==> config.mk <==
export PLATFORM = sky130hd
export DESIGN_NAME = network_sdiv_29s_13s_16_seq_flat
export DESIGN_NICKNAME = d
export VERILOG_FILES = /design/src/rtl/network_pkg.sv /design/src/rtl/network_sdiv_29s_13s_16_seq_if.sv /design/src/rtl/network_sdiv_sat.sv /design/src/rtl/network_sdiv_29s_13s_16_seq.sv /design/src/flat_wrapper.sv
export SDC_FILE = /design/constraint.sdc
export NUM_CORES = 1
export LEC_CHECK = 0
export BUFFER_PORTS_ARGS = -buffer_cell sky130_fd_sc_hd__buf_2
export CAP_MARGIN = 25
export CELL_PAD_IN_SITES_DETAIL_PLACEMENT = 2
export CELL_PAD_IN_SITES_GLOBAL_PLACEMENT = 2
export CORE_UTILIZATION = 37
export DETAILED_ROUTE_END_ITERATION = 10
export GPL_TIMING_DRIVEN = 1
export PLACE_DENSITY = 0.89
export SYNTH_ARGS = -nofsm -noshare
export SYNTH_HDL_FRONTEND = slang
export SYNTH_SLANG_ARGS = --single-unit
export TNS_END_PERCENT = 30
==> constraint.sdc <==
create_clock -name clk -period 7 [get_ports clk]
set_clock_uncertainty 0.05 [all_clocks]
set_input_delay 1.4 -clock clk [delete_from_list [all_inputs] [get_ports clk]]
set_output_delay 1.4 -clock clk [all_outputs]
set_load 0.02 [all_outputs]
==> src/rtl/network_pkg.sv <==
// Shared width constants and FSM encoding for the sequential signed divider.
package network_pkg;

    localparam int SDIV_DIVIDEND_W = 29;
    localparam int SDIV_DIVISOR_W  = 13;
    localparam int SDIV_QUOT_W     = 16;

    typedef enum logic [1:0] {
        IDLE = 2'd0,
        CALC = 2'd1,
        DONE = 2'd2
    } state_t;

endpackage

==> src/rtl/network_sdiv_29s_13s_16_seq_if.sv <==
// Operand/result handshake bundle for the sequential signed divider.
// valid/ready: a transfer happens on a rising edge where ce=1 and both valid and ready are 1.
interface network_sdiv_29s_13s_16_seq_if #(
    parameter int DIVIDEND_W = 29,
    parameter int DIVISOR_W  = 13,
    parameter int QUOT_W     = 16
);
    logic                  in_valid;
    logic                  in_ready;
    logic [DIVIDEND_W-1:0] dividend;
    logic [DIVISOR_W-1:0]  divisor;
    logic                  out_valid;
    logic                  out_ready;
    logic [QUOT_W-1:0]     quotient;
    logic [DIVISOR_W-1:0]  remainder;
    logic                  div_by_zero;
    logic                  overflow;

    modport master (
        output in_valid, dividend, divisor, out_ready,
        input  in_ready, out_valid, quotient, remainder, div_by_zero, overflow
    );

    modport slave (
        input  in_valid, dividend, divisor, out_ready,
        output in_ready, out_valid, quotient, remainder, div_by_zero, overflow
    );
endinterface

==> src/rtl/network_sdiv_sat.sv <==
// Combinational sign restoration and quotient saturation; feeds the output registers.
module network_sdiv_sat
    import network_pkg::*;
#(
    parameter int DIVIDEND_W = SDIV_DIVIDEND_W,
    parameter int DIVISOR_W  = SDIV_DIVISOR_W,
    parameter int QUOT_W     = SDIV_QUOT_W
) (
    input  logic                  dbz,
    input  logic                  dividend_neg,
    input  logic                  q_neg,
    input  logic [DIVIDEND_W-1:0] q_mag,
    input  logic [DIVISOR_W-1:0]  r_mag,
    output logic [QUOT_W-1:0]     quotient,
    output logic [DIVISOR_W-1:0]  remainder,
    output logic                  div_by_zero,
    output logic                  overflow
);

    // Largest representable magnitudes for a positive and a negative quotient.
    localparam logic [DIVIDEND_W-1:0] POS_LIM =
        {{(DIVIDEND_W-QUOT_W+1){1'b0}}, {(QUOT_W-1){1'b1}}};
    localparam logic [DIVIDEND_W-1:0] NEG_LIM =
        {{(DIVIDEND_W-QUOT_W){1'b0}}, 1'b1, {(QUOT_W-1){1'b0}}};
    localparam logic [QUOT_W-1:0] Q_MAX = {1'b0, {(QUOT_W-1){1'b1}}};
    localparam logic [QUOT_W-1:0] Q_MIN = {1'b1, {(QUOT_W-1){1'b0}}};

    always_comb begin
        quotient    = '0;
        remainder   = '0;
        div_by_zero = 1'b0;
        overflow    = 1'b0;
        if (dbz) begin
            div_by_zero = 1'b1;
            quotient    = dividend_neg ? Q_MIN : Q_MAX;
        end else begin
            if (q_neg) begin
                if (q_mag > NEG_LIM) begin
                    quotient = Q_MIN;
                    overflow = 1'b1;
                end else begin
                    quotient = -q_mag[QUOT_W-1:0];
                end
            end else begin
                if (q_mag > POS_LIM) begin
                    quotient = Q_MAX;
                    overflow = 1'b1;
                end else begin
                    quotient = q_mag[QUOT_W-1:0];
                end
            end
            // Remainder follows the dividend sign, also when the quotient saturates.
            remainder = dividend_neg ? -r_mag : r_mag;
        end
    end

endmodule

==> src/rtl/network_sdiv_29s_13s_16_seq.sv <==
// Sequential signed divider: one restoring shift-subtract step per enabled clock on magnitudes,
// followed by sign restoration and saturation into registered outputs.
module network_sdiv_29s_13s_16_seq
    import network_pkg::*;
#(
    parameter int DIVIDEND_W = SDIV_DIVIDEND_W,
    parameter int DIVISOR_W  = SDIV_DIVISOR_W,
    parameter int QUOT_W     = SDIV_QUOT_W
) (
    input  logic                             clk,
    input  logic                             reset,
    input  logic                             ce,
    network_sdiv_29s_13s_16_seq_if.slave     bus,
    output state_t                           dbg_state,
    output logic [$clog2(DIVIDEND_W)-1:0]    dbg_count
);

    localparam int CNT_W = $clog2(DIVIDEND_W);

    state_t                state;
    logic [CNT_W-1:0]      count;
    logic [DIVIDEND_W-1:0] quo_r;
    logic [DIVIDEND_W-1:0] rem_r;
    logic [DIVISOR_W-1:0]  dvs_r;
    logic                  q_neg_r;
    logic                  r_neg_r;

    logic                  in_ready_q;
    logic                  out_valid_q;
    logic [QUOT_W-1:0]     quot_q;
    logic [DIVISOR_W-1:0]  rem_q;
    logic                  dbz_q;
    logic                  ovf_q;

    logic [DIVIDEND_W-1:0] dividend_mag;
    logic [DIVISOR_W-1:0]  divisor_mag;
    logic                  dividend_neg;
    logic                  divisor_neg;
    logic                  divisor_zero;

    logic [DIVIDEND_W-1:0] trial;
    logic [DIVIDEND_W:0]   diff;
    logic                  fits;
    logic [DIVIDEND_W-1:0] rem_nx;
    logic [DIVIDEND_W-1:0] quo_nx;

    logic                  sat_dbz;
    logic                  sat_dividend_neg;
    logic [QUOT_W-1:0]     sat_quot;
    logic [DIVISOR_W-1:0]  sat_rem;
    logic                  sat_dbz_flag;
    logic                  sat_ovf;

    // The partial remainder never exceeds the divisor magnitude, so its top bit is never shifted out.
    logic                  unused_rem_msb;
    assign unused_rem_msb = rem_r[DIVIDEND_W-1];

    assign dividend_neg = bus.dividend[DIVIDEND_W-1];
    assign divisor_neg  = bus.divisor[DIVISOR_W-1];
    assign divisor_zero = (bus.divisor == '0);
    assign dividend_mag = dividend_neg ? -bus.dividend : bus.dividend;
    assign divisor_mag  = divisor_neg ? -bus.divisor : bus.divisor;

    // Restoring step: shift the next dividend bit into the partial remainder and try one subtract.
    assign trial  = {rem_r[DIVIDEND_W-2:0], quo_r[DIVIDEND_W-1]};
    assign diff   = {1'b0, trial} - {{(DIVIDEND_W+1-DIVISOR_W){1'b0}}, dvs_r};
    assign fits   = ~diff[DIVIDEND_W];
    assign rem_nx = fits ? diff[DIVIDEND_W-1:0] : trial;
    assign quo_nx = {quo_r[DIVIDEND_W-2:0], fits};

    // From IDLE the only result ever loaded is the divide-by-zero one.
    assign sat_dbz          = (state == IDLE);
    assign sat_dividend_neg = (state == IDLE) ? dividend_neg : r_neg_r;

    network_sdiv_sat #(
        .DIVIDEND_W (DIVIDEND_W),
        .DIVISOR_W  (DIVISOR_W),
        .QUOT_W     (QUOT_W)
    ) u_sat (
        .dbz          (sat_dbz),
        .dividend_neg (sat_dividend_neg),
        .q_neg        (q_neg_r),
        .q_mag        (quo_nx),
        .r_mag        (rem_nx[DIVISOR_W-1:0]),
        .quotient     (sat_quot),
        .remainder    (sat_rem),
        .div_by_zero  (sat_dbz_flag),
        .overflow     (sat_ovf)
    );

    always_ff @(posedge clk) begin
        if (reset) begin
            state       <= IDLE;
            count       <= '0;
            quo_r       <= '0;
            rem_r       <= '0;
            dvs_r       <= '0;
            q_neg_r     <= 1'b0;
            r_neg_r     <= 1'b0;
            in_ready_q  <= 1'b1;
            out_valid_q <= 1'b0;
            quot_q      <= '0;
            rem_q       <= '0;
            dbz_q       <= 1'b0;
            ovf_q       <= 1'b0;
        end else if (ce) begin
            case (state)
                IDLE: begin
                    if (bus.in_valid) begin
                        quo_r      <= dividend_mag;
                        rem_r      <= '0;
                        dvs_r      <= divisor_mag;
                        q_neg_r    <= dividend_neg ^ divisor_neg;
                        r_neg_r    <= dividend_neg;
                        in_ready_q <= 1'b0;
                        if (divisor_zero) begin
                            state       <= DONE;
                            out_valid_q <= 1'b1;
                            quot_q      <= sat_quot;
                            rem_q       <= sat_rem;
                            dbz_q       <= sat_dbz_flag;
                            ovf_q       <= sat_ovf;
                        end else begin
                            state <= CALC;
                            count <= CNT_W'(DIVIDEND_W - 1);
                        end
                    end
                end
                CALC: begin
                    quo_r <= quo_nx;
                    rem_r <= rem_nx;
                    if (count == '0) begin
                        state       <= DONE;
                        out_valid_q <= 1'b1;
                        quot_q      <= sat_quot;
                        rem_q       <= sat_rem;
                        dbz_q       <= sat_dbz_flag;
                        ovf_q       <= sat_ovf;
                    end else begin
                        count <= count - 1'b1;
                    end
                end
                DONE: begin
                    if (bus.out_ready) begin
                        state       <= IDLE;
                        out_valid_q <= 1'b0;
                        in_ready_q  <= 1'b1;
                    end
                end
                default: begin
                    state       <= IDLE;
                    out_valid_q <= 1'b0;
                    in_ready_q  <= 1'b1;
                end
            endcase
        end
    end

    assign bus.in_ready    = in_ready_q;
    assign bus.out_valid   = out_valid_q;
    assign bus.quotient    = quot_q;
    assign bus.remainder   = rem_q;
    assign bus.div_by_zero = dbz_q;
    assign bus.overflow    = ovf_q;
    assign dbg_state       = state;
    assign dbg_count       = count;

endmodule
==> src/flat_wrapper.sv <==
// flat-port wrapper written by rule: the top's interface ports become plain ports
module network_sdiv_29s_13s_16_seq_flat import network_pkg::*;
#(
    parameter int DIVIDEND_W = SDIV_DIVIDEND_W,
    parameter int DIVISOR_W  = SDIV_DIVISOR_W,
    parameter int QUOT_W     = SDIV_QUOT_W
)
  (clk, reset, ce, dbg_state, dbg_count, bus_in_valid, bus_dividend, bus_divisor, bus_out_ready, bus_in_ready, bus_out_valid, bus_quotient, bus_remainder, bus_div_by_zero, bus_overflow);
  network_sdiv_29s_13s_16_seq_if #(.DIVIDEND_W(DIVIDEND_W), .DIVISOR_W(DIVISOR_W), .QUOT_W(QUOT_W)) bus_i ();
  input  logic clk;
  input  logic reset;
  input  logic ce;
  output state_t dbg_state;
  output logic [$clog2(DIVIDEND_W)-1:0] dbg_count;
  input wire logic [$bits(bus_i.in_valid)-1:0] bus_in_valid;
  input wire logic [$bits(bus_i.dividend)-1:0] bus_dividend;
  input wire logic [$bits(bus_i.divisor)-1:0] bus_divisor;
  input wire logic [$bits(bus_i.out_ready)-1:0] bus_out_ready;
  output wire logic [$bits(bus_i.in_ready)-1:0] bus_in_ready;
  output wire logic [$bits(bus_i.out_valid)-1:0] bus_out_valid;
  output wire logic [$bits(bus_i.quotient)-1:0] bus_quotient;
  output wire logic [$bits(bus_i.remainder)-1:0] bus_remainder;
  output wire logic [$bits(bus_i.div_by_zero)-1:0] bus_div_by_zero;
  output wire logic [$bits(bus_i.overflow)-1:0] bus_overflow;
  assign bus_i.in_valid = bus_in_valid;
  assign bus_i.dividend = bus_dividend;
  assign bus_i.divisor = bus_divisor;
  assign bus_i.out_ready = bus_out_ready;
  assign bus_in_ready = bus_i.in_ready;
  assign bus_out_valid = bus_i.out_valid;
  assign bus_quotient = bus_i.quotient;
  assign bus_remainder = bus_i.remainder;
  assign bus_div_by_zero = bus_i.div_by_zero;
  assign bus_overflow = bus_i.overflow;
  network_sdiv_29s_13s_16_seq #(.DIVIDEND_W(DIVIDEND_W), .DIVISOR_W(DIVISOR_W), .QUOT_W(QUOT_W)) u_core (.clk(clk), .reset(reset), .ce(ce), .bus(bus_i), .dbg_state(dbg_state), .dbg_count(dbg_count));
endmodule
==> flow_metrics.py, run 1 <==
metrics = {
    "run_status": {
        "status": "complete, no violations",
    },
    "clock_tree": {
        "clk_path_buf_depth": 2,
        "postCtsSetupBuffers": 0,
        "clock_sinks": 112,
        "cts_resized": 0,
        "ctsHoldBuffers": 0,
        "clk_pin_slew_worst_paths_ns": 0.08,
        "cts_buffers": 9,
        "cts_tree": "done",
        "htreeDepth": 3,
        "cts_root_buffer": "clkbuf_16",
        "clk_latency_ns": 0.37,
    },
    "power_and_ir_drop": {
        "p_leak_nw": 3.13,
        "ir_drop_uv": 190,
        "finalPower_w": 0.00305,
        "power_density_nw_per_um2": 383,
    },
    "timing": {
        "rsz0062_at_grt": "no",
        "min_period_over_period_pct": 72.7,
        "timing.fmax_ghz": 0.196,
        "worst_slew_pin_slew_ns": 0.933,
        "tns_ns": 0,
        "timing.hold.ws_ns": 0.405,
        "setup_violations": 0,
        "post-route-min-period_ns": 5.09,
        "relSlewSlack_pct": 37.7,
        "hold_viol": 0,
        "setup_ws_ns": 1.91,
        "drv_slew": 0,
    },
    "setup_path": {
        "cpMaxStageDelayCell": "nand3_2",
        "cp.required_ns": 7.20,
        "worst-path-buf-inv": 2,
        "critical_path.top_delay_family": "simple AND/OR/NAND/NOR gates",
        "worst-setup-path-type": "reg2reg",
        "max_stage_delay_ns": 0.63,
        "start_kind": "flop",
        "crit_arrival_ns": 5.29,
        "cp_cell_sequence": "or4_4 -> or4_4 -> nor3_4 -> nand3_2 -> inv_1 -> ha_1 -> inv_1 -> nor3_1 -> nand4_1 -> or3_1 -> or3_1 -> and2_1 -> a221oi_1 -> o21ai_0",
        "worstSetupEndpointType": "flop",
        "crit_fanout": 29,
    },
    "yosys": {
        "ys_types": 68,
        "ys_seq_elements": 112,
        "yosysMostFrequentCell": "dfxtp_1",
        "synth_area_leader_cell": "dfxtp_1",
        "async_flop_share_pct": 0,
        "synth_warnings": 0,
        "yosysTopAreaCellShare_pct": 31.8,
        "synth_edf_count": 0,
        "ys_top_cells_by_area": "dfxtp_1 (32%), nor2_1 (5.7%), a21oi_1 (5.6%)",
        "ys_seq_area_share_pct": 31.8,
        "ys.flop_type": "dfxtp_1",
        "synth.net_count": 991,
        "syn_inst": 923,
        "post_synth.cell_area_avg_um2": 7.64,
        "synth_area_um2": 7050,
        "synth_common_cells": "dfxtp_1 (112), nor2_1 (107), nand2_1 (99), a21oi_1 (79), o21ai_0 (62)",
    },
    "finish": {
        "seq_area_um2": 2240,
        "multi_input_area_um2": 4430,
        "area_growth_pct": 12.8,
        "fill_cells": 2179,
        "nNetsFinal": 1040,
        "drive_gt1_share_pct": 12.9,
        "antenna_cells": 0,
    },
    "drt": {
        "post_drt_wl_per_cell_um": 21.3,
        "firstDrtPassIters": 4,
        "wirelength_um": 25700,
        "routed-via-count": 7257,
        "vias_per_cell": 6.00,
        "drc": 0,
        "detail-route-antenna-nets": 0,
        "first_iter_violations": 375,
    },
    "global_routing": {
        "grt_max_degree": 73,
        "overflow": 0,
        "grt_pass1_wl_um": 42000,
        "grtUsageTotal_pct": 26.8,
        "grt_pass1_vias": 7780,
        "antenna_found_initial": 0,
    },
    "die": {
        "fp-row-count": 50,
        "die-area_um2": 19600,
        "core_um2": 18700,
        "die_y_um": 140,
        "io_pins": 87,
        "initial_utilization_pct": 37.7,
        "dieWidth_um": 140,
    },
    "placement": {
        "place.port_buffers": 86,
        "post-dp-hpwl_um": 18400,
        "place_congestion": 0.797,
        "place_ws_ns": 2.09,
    },
    "flow_run": {
        "cap_violations": 0,
    },
    "hold_path": {
        "hold_path.class": "reg2reg",
    },
}
-- per-layer routing --
metal | share of wire, % | GRT usage (%) | vias to the layer above
li1 | - | - | 3447
met5 | 0 | 0 | -
met4 | 1.2 | 9.49 | 0
met1 | 46 | 34.0 | 3641
met2 | 49 | 46.5 | 139
met3 | 3.5 | 3.66 | 30
-- area by class of cell --
type                       instances  area share [%]
clock buffer                      11            3.18
clock inverter                     3            1.13
inverter                          41            1.94
multi-input combinational        714            55.7
sequential                       112            28.2
tap                              234            3.68
timing repair buffer              94            6.22
-- where the power goes --
part	total [W]	leakage (nW)	internal, W	switching (W)
Combinational	0.00167	2.06	0.000606	0.00106
Clock	0.000623	0.168	0.000366	0.000256
Sequential	0.000759	0.911	0.000691	0.0000678
Total	0.00305	3.13	0.00166	0.00139
-- metrics by stage --
stage	cells	instance area (um2)	utilization (%)
after floorplan	923	7050	-
after global placement	1193	7590	40.6
after detailed placement	1194	7600	40.6
after CTS	1208	7940	42.5
after global routing	1209	7950	42.5
final	1209	7950	42.5
-- sequential cells by signal, summed over array words and instances, names as in the netlist --
name,flops
u_core.quo_r,29
u_core.bus.in_ready,1
u_core.r_neg_r,1
u_core.dbg_state,2
u_core.rem_r,28
u_core.dbg_count,5
u_core.q_neg_r,1
u_core.bus.quotient,16
u_core.bus.remainder,13
u_core.bus.out_valid,1
u_core.dvs_r,13
u_core.bus.div_by_zero,1
u_core.bus.overflow,1
-- cell families after synthesis --
logic type	synth area share [%]
compound gates	27.2
xor+xnor	8.57
fa+ha+maj	3.83
buf+inv	5.43
flops	31.8
mux	1.70
simple gates	21.5
-- final timing paths --
path | startpoint | to | slack (ns) | cells after the start
setup reg to reg | u_core.rem_r[14]$_SDFFE_PP0P_ | u_core.bus.quotient[14]$_SDFFE_PP0P_ | 1.91 | 14
hold reg to reg | u_core.bus.quotient[2]$_SDFFE_PP0P_ | u_core.bus.quotient[2]$_SDFFE_PP0P_ | 0.41 | 2
setup / recovery | u_core.rem_r[14]$_SDFFE_PP0P_ | u_core.bus.quotient[14]$_SDFFE_PP0P_ | 1.91 | 14
hold / removal | u_core.bus.quotient[2]$_SDFFE_PP0P_ | u_core.bus.quotient[2]$_SDFFE_PP0P_ | 0.41 | 2
-- cell usage in the layout (no fill, tap or decap), types with 4 or more instances in the layout --
cell type and count:
dfxtp_1 112, nor2_1 107, nand2_1 99, buf_2 86
a21oi_1 79, o21ai_0 62, inv_1 41, xnor2_1 38
xor2_1 31, nor3_1 20, a221oi_1 20, ha_1 20
or3_1 17, a22oi_1 14, nor4_1 13, nand4_1 12
a211oi_1 12, or4_1 10, nand3_1 10, o31ai_1 10
o41ai_1 10, o221ai_1 10, o211ai_1 9, clkbuf_16 9
and3_1 8, and2_1 7, a21o_1 7, a31oi_1 7
buf_4 7, mux2i_1 6, o22ai_1 6, a22o_1 6
o2111ai_1 5, nand2b_1 4, o21a_1 4, mux2_2 4
a2bb2oi_1 4
-- tightest hold or removal path: stages (launching register included) --
cell,delay [ns]
dfxtp_1,0.33
nand2_1,0.04
o21ai_0,0.05
(Power assumes the default switching activity.)
==> run 2, diff against run 1 <==
--- a/config.mk
+++ b/config.mk
@@ -9,10 +9,10 @@
 export CAP_MARGIN = 25
 export CELL_PAD_IN_SITES_DETAIL_PLACEMENT = 2
 export CELL_PAD_IN_SITES_GLOBAL_PLACEMENT = 2
-export CORE_UTILIZATION = 37
+export CORE_UTILIZATION = 34
 export DETAILED_ROUTE_END_ITERATION = 10
 export GPL_TIMING_DRIVEN = 1
-export PLACE_DENSITY = 0.89
+export PLACE_DENSITY = 0.83
 export SYNTH_ARGS = -nofsm -noshare
 export SYNTH_HDL_FRONTEND = slang
 export SYNTH_SLANG_ARGS = --single-unit
==> constraint.sdc (replaced) <==
create_clock -name clk -period 5.23 [get_ports clk]
set_clock_uncertainty 0.05 [all_clocks]
set_input_delay 1.046 -clock clk [delete_from_list [all_inputs] [get_ports clk]]
set_output_delay 1.046 -clock clk [all_outputs]
set_load 0.02 [all_outputs]
==> run 2 against run 1 <==
Against the previous run: routed wire length shrank 5.7%; design area is 0.42% higher; register-to-register slack got worse by 0.94 ns; via count is 2.1% lower; sequential power rose by 33%; first-iteration DRC count decreased by 23%; sequential share of layout area fell by 0.12 points; flip-flop and latch count is the same.
==> flow_metrics.py, run 2 (synthesized netlist as in run 1, its figures left out) <==
metrics = {
    "die": {
        "io_pins": 87,
        "initial_utilization_pct": 34.7,
        "die-area_um2": 21300,
        "fp-row-count": 52,
        "die_y_um": 146,
        "core_um2": 20300,
        "dieWidth_um": 146,
    },
    "drt": {
        "wirelength_um": 24300,
        "post_drt_wl_per_cell_um": 19.4,
        "vias_per_cell": 5.67,
        "top_layer_used": "met4",
        "drt-met1-wl_um": 12300,
        "first_iter_violations": 287,
        "routed-via-count": 7105,
        "firstDrtPassIters": 4,
        "detail-route-antenna-nets": 0,
        "drc": 0,
        "wl_met2_um": 11200,
        "wl_met3_um": 566,
    },
    "setup_path": {
        "worst-setup-path-type": "reg2reg",
        "r2r-start": "u_core.rem_r[12]$_SDFFE_PP0P_",
        "worstSetupEndpointType": "flop",
        "crit_arrival_ns": 4.44,
        "critPathLaunch": "u_core.rem_r[12]$_SDFFE_PP0P_",
        "rrSetupSlack_ns": 0.97,
        "r2r-end": "u_core.bus.quotient[14]$_SDFFE_PP0P_",
        "cp.required_ns": 5.41,
        "start_kind": "flop",
        "r2r_cells": 15,
        "crit_fanout": 10,
    },
    "finish": {
        "fill_cells": 2437,
        "drive_gt1_share_pct": 13.4,
        "layout_common_cells": "dfxtp_1 (112), nor2_1 (107), nand2_1 (99)",
        "antenna_cells": 0,
        "regMostFlops": "u_core.quo_r",
        "nNetsFinal": 1046,
        "final_common_cell": "dfxtp_1",
        "largest_reg_flops": 29,
        "final_util_pct": 39.3,
        "area_growth_pct": 13.3,
    },
    "timing": {
        "relSlewSlack_pct": 29.4,
        "worst_slew_pin_slew_ns": 1.06,
        "drv_slew": 0,
        "tns_ns": 0,
        "post-route-min-period_ns": 4.26,
        "rsz0062_at_grt": "no",
        "min_period_over_period_pct": 81.4,
        "setup_violations": 0,
        "timing.fmax_ghz": 0.235,
        "timing.hold.ws_ns": 0.403,
        "hold_viol": 0,
    },
    "global_routing": {
        "grt_max_degree": 61,
        "grt_pass1_wl_um": 39700,
        "grtUsageTotal_pct": 23.1,
        "antenna_found_initial": 0,
        "overflow": 0,
        "grt_pass1_vias": 7386,
    },
    "placement": {
        "place_congestion": 0.857,
        "post-dp-hpwl_um": 17800,
        "place.port_buffers": 86,
    },
    "clock_tree": {
        "cts_resized": 0,
        "clk_pin_slew_worst_paths_ns": 0.08,
        "postCtsSetupBuffers": 0,
        "ctsHoldBuffers": 0,
        "clk_path_buf_depth": 2,
        "cts_root_buffer": "clkbuf_16",
        "cts_buffers": 9,
        "htreeDepth": 3,
        "clk_latency_ns": 0.36,
        "cts_tree": "done",
        "clock_sinks": 112,
    },
    "hold_path": {
        "whs_path_depth": 2,
        "hold_path.class": "reg2reg",
        "min_from": "u_core.bus.quotient[8]$_SDFFE_PP0P_",
        "hold_path_end": "u_core.bus.quotient[8]$_SDFFE_PP0P_",
    },
    "power_and_ir_drop": {
        "p_leak_nw": 3.13,
        "ir_drop_uv": 232,
        "power_density_nw_per_um2": 497,
    },
    "run_status": {
        "status": "complete, no violations",
    },
    "flow_run": {
        "cap_violations": 0,
    },
}
## run 2: cell types whose count changed in the layout (fill, tap and decap cells not counted), moves of 2 or more
cell,before,now
clkbuf_8,2,0
clkbuf_1,0,2
bufinv_16,3,1
buf_4,7,14
clkinvlp_4,0,3
## run 2: where the power goes
group | internal, W | switching [W] | leakage [nW]
clock | 0.000372 | 0.000340 | 0.132
combinational | 0.000837 | 0.00141 | 2.08
sequential | 0.000925 | 0.0000820 | 0.911
## run 2: layout make-up
class                      instances  area, um2  share of cell area [%]
clock buffer                      11        233                    2.91
timing repair buffer             100        536                    6.71
sequential                       112       2240                    28.1
tap                              270        338                    4.23
clock inverter                     5       57.6                   0.721
inverter                          41        154                    1.93
multi-input combinational        714       4430                    55.4
## run 2: per-layer routing
metal	vias up	global-route usage, %
met5	-	0
met4	0	5.57
met3	18	2.54
met2	94	37.9
met1	3534	32.3
li1	3459	-
## run 2: how the worst max path moves through the flow
stage,to,slack (ns),cells past startpoint
finish,u_core.bus.quotient[14]$_SDFFE_PP0P_,0.97,15
global route,u_core.bus.quotient[14]$_SDFFE_PP0P_,0.71,15
detailed placement,u_core.bus.quotient[7]$_SDFFE_PP0P_,0.91,11
floorplan,u_core.bus.quotient[14]$_SDFFE_PP0P_,1.02,16
CTS,u_core.bus.quotient[14]$_SDFFE_PP0P_,0.94,15
global placement,u_core.bus.quotient[7]$_SDFFE_PP0P_,1.03,11
## run 2: stage by stage
| step | total power (W) | cell area [um2] | instances | worst slack [ns] |
|---|---|---|---|---|
| CTS | 0.00398 | 7990 | 1253 | 0.939 |
| detailed placement | 0.00324 | 7690 | 1237 | 0.905 |
| global placement | 0.00315 | 7690 | 1237 | 1.03 |
| global route | 0.00425 | 7990 | 1253 | 0.707 |
| floorplan | 0.00266 | 7050 | 923 | 1.02 |
| finish | 0.00397 | 7990 | 1253 | 0.971 |
## run 2: worst max-delay path, cell delays in order (launching register included)
cell	delay (ns)
dfxtp_1	0.36
or4_1	0.57
or4_4	0.53
nor3_4	0.26
nand3_2	0.29
inv_1	0.16
ha_1	0.19
inv_1	0.06
nor3_1	0.14
buf_4	0.17
nand4_1	0.14
or3_1	0.36
or3_1	0.32
and2_1	0.16
a221oi_1	0.28
o21ai_0	0.11
==> run 3, diff against run 2 <==
--- a/config.mk
+++ b/config.mk
@@ -9,10 +9,10 @@
 export CAP_MARGIN = 25
 export CELL_PAD_IN_SITES_DETAIL_PLACEMENT = 2
 export CELL_PAD_IN_SITES_GLOBAL_PLACEMENT = 2
-export CORE_UTILIZATION = 34
+export CORE_UTILIZATION = 31
 export DETAILED_ROUTE_END_ITERATION = 10
 export GPL_TIMING_DRIVEN = 1
-export PLACE_DENSITY = 0.83
+export PLACE_DENSITY = 0.8
 export SYNTH_ARGS = -nofsm -noshare
 export SYNTH_HDL_FRONTEND = slang
 export SYNTH_SLANG_ARGS = --single-unit
==> constraint.sdc (replaced) <==
create_clock -name clk -period 3.5 [get_ports clk]
set_clock_uncertainty 0.05 [all_clocks]
set_input_delay 0.7 -clock clk [delete_from_list [all_inputs] [get_ports clk]]
set_output_delay 0.7 -clock clk [all_outputs]
set_load 0.02 [all_outputs]
==> run 3 against run 2 <==
Against the previous run: the flow now finishes with violations (DRC, setup timing); count of clock-buffer cells in the layout stayed put; maximum frequency is 13% higher; first-iteration DRC count down 7.7%; global-route usage about the same; register-to-register slack lost 1.3 ns; largest power group unchanged; critical endpoint is now u_core.bus.remainder[10]$_SDFFE_PP0P_; combinational power grew 95%; total power is 76% higher; die area increased by 9.5%; sequential power grew 49%; routed wire length rose by 15%.
==> flow_metrics.py, run 3 (synthesized netlist as in run 1, its figures left out) <==
metrics = {
    "drt": {
        "drc": 3,
        "wirelength_um": 28000,
        "post_drt_wl_per_cell_um": 21.1,
        "firstDrtPassIters": 8,
        "routed-via-count": 7642,
        "first_iter_violations": 265,
        "detail-route-antenna-nets": 0,
        "vias_per_cell": 5.76,
    },
    "placement": {
        "placedCellCount": 1303,
        "post-dp-hpwl_um": 19400,
        "place_congestion": 0.810,
        "place.port_buffers": 86,
        "placed_area_um2": 8180,
        "place_ws_ns": -0.240,
    },
    "power_and_ir_drop": {
        "power_frac_clock_pct": 15.7,
        "power_frac_comb_pct": 62.8,
        "intPower_w": 0.00381,
        "finalPower_w": 0.00697,
        "netSwitchingPower_w": 0.00316,
        "p_sw_share_pct": 45.3,
        "p_leak_nw": 3.50,
        "ir_drop_uv": 568,
        "pwr-share-seq_pct": 21.5,
        "power_density_nw_per_um2": 801,
    },
    "die": {
        "core_um2": 22100,
        "fp-row-count": 54,
        "initial_utilization_pct": 31.9,
        "die_y_um": 153,
        "dieWidth_um": 153,
        "die-area_um2": 23400,
        "io_pins": 87,
    },
    "timing": {
        "post-route-min-period_ns": 3.78,
        "hold_viol": 0,
        "rsz0062_at_grt": "yes",
        "timing.fmax_ghz": 0.264,
        "worst_slew_pin_slew_ns": 0.885,
        "min_period_over_period_pct": 108,
        "drv_slew": 0,
        "setup_ws_ns": -0.282,
        "relSlewSlack_pct": 40.8,
        "setup_violations": 18,
        "tns_ns": -3.02,
    },
    "finish": {
        "antenna_cells": 0,
        "drive_gt1_share_pct": 21.9,
        "fill_cells": 2565,
        "layout.cells.non_filler": 1327,
        "layout_common_cells": "dfxtp_1 (109), nor2_1 (106), nand2_1 (98)",
        "regMostFlops": "u_core.quo_r",
        "area_growth_pct": 23.3,
        "largest_reg_flops": 29,
        "postLayoutCellArea_um2": 8700,
        "nNetsFinal": 1110,
        "final_common_cell": "dfxtp_1",
    },
    "global_routing": {
        "overflow": 0,
        "grt_pass1_wl_um": 43300,
        "grt_max_degree": 42,
        "grt_pass1_vias": 7964,
        "antenna_found_initial": 0,
        "grtUsageTotal_pct": 23.1,
    },
    "setup_path": {
        "start_kind": "flop",
        "crit_arrival_ns": 3.99,
        "rrSetupSlack_ns": -0.28,
        "cp.required_ns": 3.71,
        "worstSetupEndpointType": "flop",
        "crit_fanout": 3,
        "worst-setup-path-type": "reg2reg",
    },
    "hold_path": {
        "hold_path.class": "reg2reg",
    },
    "clock_tree": {
        "cts_root_buffer": "clkbuf_16",
        "clk_path_buf_depth": 2,
        "clk_pin_slew_worst_paths_ns": 0.08,
        "clk_latency_ns": 0.37,
        "cts_tree": "done",
        "clock_sinks": 112,
        "cts_buffers": 9,
        "htreeDepth": 3,
    },
    "run_status": {
        "status": "finished, violations left",
        "violations": "DRC, setup timing",
    },
    "flow_run": {
        "cap_violations": 0,
    },
}
-- run 3: changes by cell type in the layout (fill, tap and decap cells not counted), moves of 3 or more --
cell,previous run,this run
a21oi_1,79,76
buf_4,14,72
buf_6,0,4
dfxtp_1,112,109
dfxtp_2,0,3
inv_1,41,36
inv_2,0,5
o21ai_0,62,51
o21ai_1,2,12
-- run 3: layout make-up --
type	count	area [um2]	area share [%]
clock buffers	11	243	2.79
clock inverters	5	56.3	0.647
inverters	41	154	1.77
multi-input cells	714	4590	52.8
flip-flops and latches	112	2250	25.8
well taps	280	350	4.03
repair buffers	164	1060	12.1
-- run 3: power groups by stage --
stage | logic (W) | clock network, W | registers, W
after floorplan | 0.00260 | 0 | 0.00153
after global placement | 0.00349 | 0 | 0.00151
after detailed placement | 0.00363 | 0 | 0.00152
after CTS | 0.00383 | 0.00111 | 0.00149
after global routing | 0.00466 | 0.00116 | 0.00151
final | 0.00438 | 0.00110 | 0.00150
-- run 3: repair_timing --
| item | 4_1_cts | 5_1_grt |
|---|---|---|
| setup buffers | 5 | 4 |
| endpoints found under the setup margin | 15 | 27 |
| hold buffers | 0 | 0 |
| gates cloned | 0 | 1 |
| gates resized for setup | 12 | 36 |
| pin swaps | 8 | 16 |
-- run 3: critical path, cell delays in order (launching register included) --
cell and delay [ns]:
dfxtp_2 0.33, or4_4 0.52, or4_4 0.52, nor3_4 0.24, nand3_2 0.17, buf_6 0.16, buf_6 0.12, mux2i_4 0.18
inv_2 0.09, ha_4 0.15, nand2_2 0.06, a2111o_1 0.35, o221ai_2 0.21, o211a_1 0.26, xor2_1 0.09, a22o_1 0.18
-- run 3: metal layers --
layer	share of wire, %	GRT usage (%)	wire (um)
met1	47	30.8	13100
met2	48	38.8	13500
met3	3.7	3.20	1030
met4	1.3	6.11	354
met5	0	0	0
-- run 3: metrics by stage --
step	util, %	hold WS (ns)
final	39.4	0.401
after global routing	39.4	0.438
after CTS	38.7	0.410
after detailed placement	37.0	0.397
after global placement	37.0	0.384
after floorplan	-	0.367
-- run 3: final timing paths --
kind / startpoint / end / depth (start not counted)
worst max-delay path: u_core.rem_r[13]$_SDFFE_PP0P_ / u_core.bus.remainder[10]$_SDFFE_PP0P_ / 15
worst min-delay path: u_core.bus.quotient[8]$_SDFFE_PP0P_ / u_core.bus.quotient[8]$_SDFFE_PP0P_ / 2
worst max register to register: u_core.rem_r[13]$_SDFFE_PP0P_ / u_core.bus.remainder[10]$_SDFFE_PP0P_ / 15
worst min register to register: u_core.bus.quotient[8]$_SDFFE_PP0P_ / u_core.bus.quotient[8]$_SDFFE_PP0P_ / 2
